<file path="config.mk">
export PLATFORM = sky130hd
export DESIGN_NAME = debounce_bank
export DESIGN_NICKNAME = d
export VERILOG_FILES = /design/src/rtl/debounce_bank.sv
export SDC_FILE = /design/constraint.sdc
export NUM_CORES = 1
export LEC_CHECK = 0
export CAP_MARGIN = 20
export CELL_PAD_IN_SITES_DETAIL_PLACEMENT = 0
export CELL_PAD_IN_SITES_GLOBAL_PLACEMENT = 1
export CORE_MARGIN = 2
export CORE_UTILIZATION = 50
export DETAILED_ROUTE_END_ITERATION = 16
export GPL_ROUTABILITY_DRIVEN = 0
export PLACE_DENSITY_LB_ADDON = 0.05
export SLEW_MARGIN = 5
export SYNTH_ARGS = -nofsm -noshare
export SYNTH_HDL_FRONTEND = slang
export SYNTH_SLANG_ARGS = --single-unit
</file>
<file path="constraint.sdc">
create_clock -name clk -period 3.7 [get_ports clk]
set_input_delay 0.74 -clock clk [delete_from_list [all_inputs] [get_ports clk]]
set_output_delay 0.74 -clock clk [all_outputs]
set_load 0.02 [all_outputs]
</file>
<file path="src/rtl/debounce_bank.sv">
// Multi-channel push-button conditioner: 2-flop sync, per-channel stability filter, press/release strobes.
// Auto-repeat for held buttons is compiled in when DEBOUNCE_REPEAT_EN is defined.
//
// state       | meaning
// ------------+---------------------------------------------------------
// IDLE        | level 0, synchronised input agrees, counter at 0
// CHK_PRESS   | level 0, input reads 1, counting toward a press
// HELD        | level 1, synchronised input agrees, counter at 0
// CHK_RELEASE | level 1, input reads 0, counting toward a release
module debounce_bank #(
   parameter int CHANNELS      = 4,
   parameter int STABLE_CYCLES = 1_000_000,
   parameter int ACTIVE_LOW_IN = 0,
   parameter int HOLD_CYCLES   = 25_000_000,
   parameter int REPEAT_CYCLES = 5_000_000
) (
   input  logic                clk,
   input  logic                rst_n,
   input  logic [CHANNELS-1:0] button,
   output logic [CHANNELS-1:0] button_level,
   output logic [CHANNELS-1:0] button_pressed,
   output logic [CHANNELS-1:0] button_released,
   output logic [CHANNELS-1:0] button_repeat,
   output logic                any_pressed
);

   localparam int CW = $clog2(STABLE_CYCLES + 1);
`ifdef DEBOUNCE_REPEAT_EN
   localparam int HMAX = (HOLD_CYCLES > REPEAT_CYCLES) ? HOLD_CYCLES : REPEAT_CYCLES;
   localparam int HW   = $clog2(HMAX + 1);
`endif

   // Level is state[1], so the debounced output comes straight from the state register.
   typedef enum logic [1:0] {
      S_IDLE        = 2'b00,
      S_CHK_PRESS   = 2'b01,
      S_HELD        = 2'b10,
      S_CHK_RELEASE = 2'b11
   } state_t;

   logic [CHANNELS-1:0] w_raw;
   logic [CHANNELS-1:0] r_sync1;
   logic [CHANNELS-1:0] r_sync2;

   assign w_raw = (ACTIVE_LOW_IN != 0) ? ~button : button;

   always_ff @(posedge clk or negedge rst_n) begin
      if (!rst_n) begin
         r_sync1 <= '0;
         r_sync2 <= '0;
      end else begin
         r_sync1 <= w_raw;
         r_sync2 <= r_sync1;
      end
   end

   for (genvar g = 0; g < CHANNELS; g++) begin : g_ch
      state_t        r_state;
      state_t        w_state_nxt;
      logic [CW-1:0] r_cnt;
      logic [CW-1:0] w_cnt_nxt;
      logic          w_in;
      logic          w_done;
      logic          w_press_nxt;
      logic          w_release_nxt;
      logic          r_pressed;
      logic          r_released;

      assign w_in   = r_sync2[g];
      assign w_done = (r_cnt == CW'(STABLE_CYCLES - 1));

      always_comb begin
         w_state_nxt   = r_state;
         w_cnt_nxt     = '0;
         w_press_nxt   = 1'b0;
         w_release_nxt = 1'b0;
         case (r_state)
            S_IDLE: begin
               if (w_in) begin
                  w_state_nxt = S_CHK_PRESS;
                  w_cnt_nxt   = CW'(1);
               end
            end
            S_CHK_PRESS: begin
               if (!w_in) begin
                  w_state_nxt = S_IDLE;
               end else if (w_done) begin
                  w_state_nxt = S_HELD;
                  w_press_nxt = 1'b1;
               end else begin
                  w_cnt_nxt = r_cnt + CW'(1);
               end
            end
            S_HELD: begin
               if (!w_in) begin
                  w_state_nxt = S_CHK_RELEASE;
                  w_cnt_nxt   = CW'(1);
               end
            end
            S_CHK_RELEASE: begin
               if (w_in) begin
                  w_state_nxt = S_HELD;
               end else if (w_done) begin
                  w_state_nxt   = S_IDLE;
                  w_release_nxt = 1'b1;
               end else begin
                  w_cnt_nxt = r_cnt + CW'(1);
               end
            end
            default: w_state_nxt = S_IDLE;
         endcase
      end

      always_ff @(posedge clk or negedge rst_n) begin
         if (!rst_n) begin
            r_state    <= S_IDLE;
            r_cnt      <= '0;
            r_pressed  <= 1'b0;
            r_released <= 1'b0;
         end else begin
            r_state    <= w_state_nxt;
            r_cnt      <= w_cnt_nxt;
            r_pressed  <= w_press_nxt;
            r_released <= w_release_nxt;
         end
      end

      assign button_level[g]    = r_state[1];
      assign button_pressed[g]  = r_pressed;
      assign button_released[g] = r_released;

`ifdef DEBOUNCE_REPEAT_EN
      logic [HW-1:0] r_hcnt;
      logic          r_first_done;
      logic          r_rep;
      logic [HW-1:0] w_target_m1;

      assign w_target_m1 = r_first_done ? HW'(REPEAT_CYCLES - 1) : HW'(HOLD_CYCLES - 1);

      // A repeat that would coincide with the release strobe is dropped.
      always_ff @(posedge clk or negedge rst_n) begin
         if (!rst_n) begin
            r_hcnt       <= '0;
            r_first_done <= 1'b0;
            r_rep        <= 1'b0;
         end else if (!r_state[1] || w_release_nxt) begin
            r_hcnt       <= '0;
            r_first_done <= 1'b0;
            r_rep        <= 1'b0;
         end else if (r_hcnt == w_target_m1) begin
            r_hcnt       <= '0;
            r_first_done <= 1'b1;
            r_rep        <= 1'b1;
         end else begin
            r_hcnt <= r_hcnt + HW'(1);
            r_rep  <= 1'b0;
         end
      end

      assign button_repeat[g] = r_rep;
`else
      assign button_repeat[g] = 1'b0;
`endif
   end

   assign any_pressed = |button_level;

endmodule

</file>
==> summary by stage <==
Outcome
The run finished with clean final reports.

Worst setup path
The critical path arrival is 1.94 ns. The critical path is of the reg2out type. The required time of the critical path is 2.96 ns. The type of element capturing the critical path is a primary output.

The critical path startpoint category is a flop. In this run the worst path has a maximum fanout of 6.

Final layout
The number of antenna diodes in the final layout is 0. The share of final-layout standard cells stronger than drive strength 1 is 0.0477. In the layout the commonest cells are sky130_fd_sc_hd__dfrtp_1 (104), sky130_fd_sc_hd__nor2_1 (57), sky130_fd_sc_hd__nand3_1 (32). The final net count is 509. Relative to the synthesized area, the layout overhead comes to 8.54%. The share of the core filled with cells is 0.553. The leading cell type in the layout, fill and taps excluded is sky130_fd_sc_hd__dfrtp_1.

STA
In this run the tightest slew margin relative to its limit is 0.457. Summed over all failing endpoints, the final setup total negative slack is 0 ns. The final critical delay including setup and external delays is 2.68 ns. The maximum operating frequency is 374 MHz. At the pin with the least slew margin, the transition time is 0.815 ns. The number of endpoints with negative hold slack in the final report is 0. The final setup violation count is 0. The worst clock skew is 0.0132 ns. The max-slew violation count was 0.

Setup repair after global routing left no endpoint under its margin. Of the available clock period, the critical path in the final layout requires 0.723.

CTS
The CTS tree is yes. Post-CTS repair changed the size of 0 cells. The clock drives 104 sinks. The buffers inserted during post-CTS setup optimization is 0.

The latest clock arrival within the worst-skew pair is 0.38 ns. The number of buffers added by the clock tree synthesis step is 9. The H-tree was split into 3 levels. After clock tree synthesis, the clock-pin slew on the worst setup and hold paths is 0.09 ns.

In this run the clock root is driven by a sky130_fd_sc_hd__clkbuf_8. The count of hold buffers inserted by post-cts repair is 0. No sink is reached through more buffers than the 2 on the longest clock path.

Route
The number of detailed-routing iterations run before antenna repair is 5. Using the TritonRoute via totals, the vias-per-cell ratio works out to 5.51. The detail route stage leaves a number of antenna-violating nets equal to 0.

The top routing layer in use is met4. The wire length on met1 is 4.47 mm. The total length of routed met3 wires is 273 um.

The routed design uses 4.32 mm of met2 wire. The final layout contains routed wiring with a total length of 9.22 mm. Detailed routing inserted a total of 3503 vias. After detailed routing, the average wire length per cell comes to 14.5 um.

The DRC violations left is 0. The first routing iteration left 85 violations.

Floorplanning
The initial cell density of the core is 0.510. The number of core rows is 36. The top-level I/O count is 23. The area of the die is 10700 sq um. The die is 103 um tall.

The core region is 9680 sq um. The horizontal die dimension is 103 um.

Global route
The maximum number of pins on one net before global-route repair is 64. In the global route stage, overall resource usage came out at 0.189. The number of antenna violations at the first check in global routing is 0. After global routing the overflow that remains totals 0. The via count of the first global-routing pass is 3319. The first global-routing pass estimated 15.5 mm of wire.

Placed design
Detailed placement ended at an HPWL of 6.16 mm. The quantity of I/O buffers inserted on ports is 18.

Power
The leakage power total is 0.00217 uW. VDD sags by at most 248 uV. In this run the power density over the cells is 365 nW/um^2.

Flow run
The tool flagged a number of max-cap violations equal to 0.

Logic synthesis
The count of distinct cell types in the synthesized netlist is 43. During synthesis, Yosys emitted a total of 0 warnings. The share of the yosys chip area belonging to registers is 0.527. The cell area after synthesis is 4940 sq um. The instance count of the mapped netlist is 491. Among all flip-flop cells after synthesis, the most frequent one is sky130_fd_sc_hd__dfrtp_1. The fraction of registers with async set/reset is 1.00.

The mean post-synth cell area is 10.1 sq um. The synthesized design contains 0 enable-type register cells. The number of flip-flops and latches in the synthesized netlist is 104.

Min path
The type of the tightest min-delay check is reg2reg.
flip-flops by register name, indices dropped and copies added, names as in the netlist, named ones only:
signal           cells
r_sync2              4
g_ch.r_state         4
g_ch.r_released      4
g_ch.r_pressed       4
g_ch.r_cnt          80
r_sync1              4
path summary, 6_finish.rpt:
check                                           startpoint  cells after the start                    endpoint  slack (ns)
worst max-delay path                                  flop                      2                 any_pressed        1.02
worst min-delay path                  r_sync1[3]$_DFF_PN0_                      0        r_sync2[3]$_DFF_PN0_        0.36
worst max register to register  g_ch[3].r_cnt[0]$_DFF_PN0_                      5  g_ch[3].r_cnt[5]$_DFF_PN0_        1.52
worst min register to register        r_sync1[3]$_DFF_PN0_                      0        r_sync2[3]$_DFF_PN0_        0.36
max in group asynchronous                            rst_n                      2  g_ch[2].r_cnt[3]$_DFF_PN0_        2.55
min in group asynchronous                            rst_n                      1  g_ch[1].r_cnt[8]$_DFF_PN0_        0.45
per-stage QoR:
step	hold slack, ns	total power (uW)	setup slack (ns)	area [sq um]	cells
after floorplan	0.331	1220	1.79	4950	494
after global placement	0.343	1250	1.41	5160	621
after detailed placement	0.340	1250	1.41	5160	621
after CTS	0.358	1990	0.978	5360	636
after global routing	0.375	2050	0.925	5360	636
final	0.356	1960	1.02	5360	636
power by group:
part           switching (uW)  internal, uW  total (uW)
Clock                     379           348         727
Combinational            49.6          19.5        69.1
Sequential               12.0          1150        1160
synthesized netlist by cell type, types with 6 or more instances:
master	instances	area [sq um]
sky130_fd_sc_hd__o21ai_0	21	105
sky130_fd_sc_hd__dfrtp_1	104	2600
sky130_fd_sc_hd__and4_1	9	78.8
sky130_fd_sc_hd__buf_4	16	120
sky130_fd_sc_hd__or4_1	12	90.1
sky130_fd_sc_hd__nand2_1	27	101
sky130_fd_sc_hd__o31ai_1	6	45.0
sky130_fd_sc_hd__and3b_1	6	52.6
sky130_fd_sc_hd__a21oi_1	29	145
sky130_fd_sc_hd__or3_1	20	125
sky130_fd_sc_hd__nand3_1	32	160
sky130_fd_sc_hd__and3_1	8	50.1
sky130_fd_sc_hd__nor4_1	8	50.1
sky130_fd_sc_hd__nor2_1	57	214
sky130_fd_sc_hd__nand4_1	15	93.8
sky130_fd_sc_hd__xnor2_1	22	193
sky130_fd_sc_hd__inv_1	16	60.1
sky130_fd_sc_hd__clkbuf_1	6	22.5
sky130_fd_sc_hd__xor2_1	27	236
sky130_fd_sc_hd__nor3_1	6	30.0
critical path, stage by stage, from the launching register on:
cell	delay, ns
sky130_fd_sc_hd__dfrtp_1	0.43
sky130_fd_sc_hd__or4_1	0.56
sky130_fd_sc_hd__clkdlybuf4s50_1	0.56
layout make-up:
cell class / instances / area (sq um)
clock buffers: 13 / 159
flip-flops and latches: 104 / 2600
multi-input cells: 347 / 2120
well taps: 133 / 166
fillers: 863 / 4320
clock inverters: 2 / 38.8
inverters: 16 / 60.1
repair buffers: 21 / 213
metal layers:
| layer | track usage | up-vias |
|---|---|---|
| met3 | 0.0531 | 11 |
| met5 | 0 | - |
| met4 | 0.0638 | 0 |
| met2 | 0.296 | 41 |
| met1 | 0.254 | 1709 |
| li1 | - | 1742 |
kinds of logic (layout without fill, tap and decap cells):
| kind of cell | after synthesis | in the layout | synth area share |
|---|---|---|---|
| AND/OR/NAND/NOR | 221 | 221 | 0.247 |
| flip-flops | 104 | 104 | 0.527 |
| AO/OA/AOI/OAI | 65 | 65 | 0.0730 |
| XOR/XNOR | 49 | 49 | 0.0869 |
| buffers and inverters | 43 | 52 | 0.0459 |
| adder cells (fa/ha/maj) | 4 | 4 | 0.0101 |
| multiplexers | 4 | 4 | 0.00912 |
| other | 1 | 4 | 0.000759 |
No activity file was read; power rests on OpenSTA's default activity.
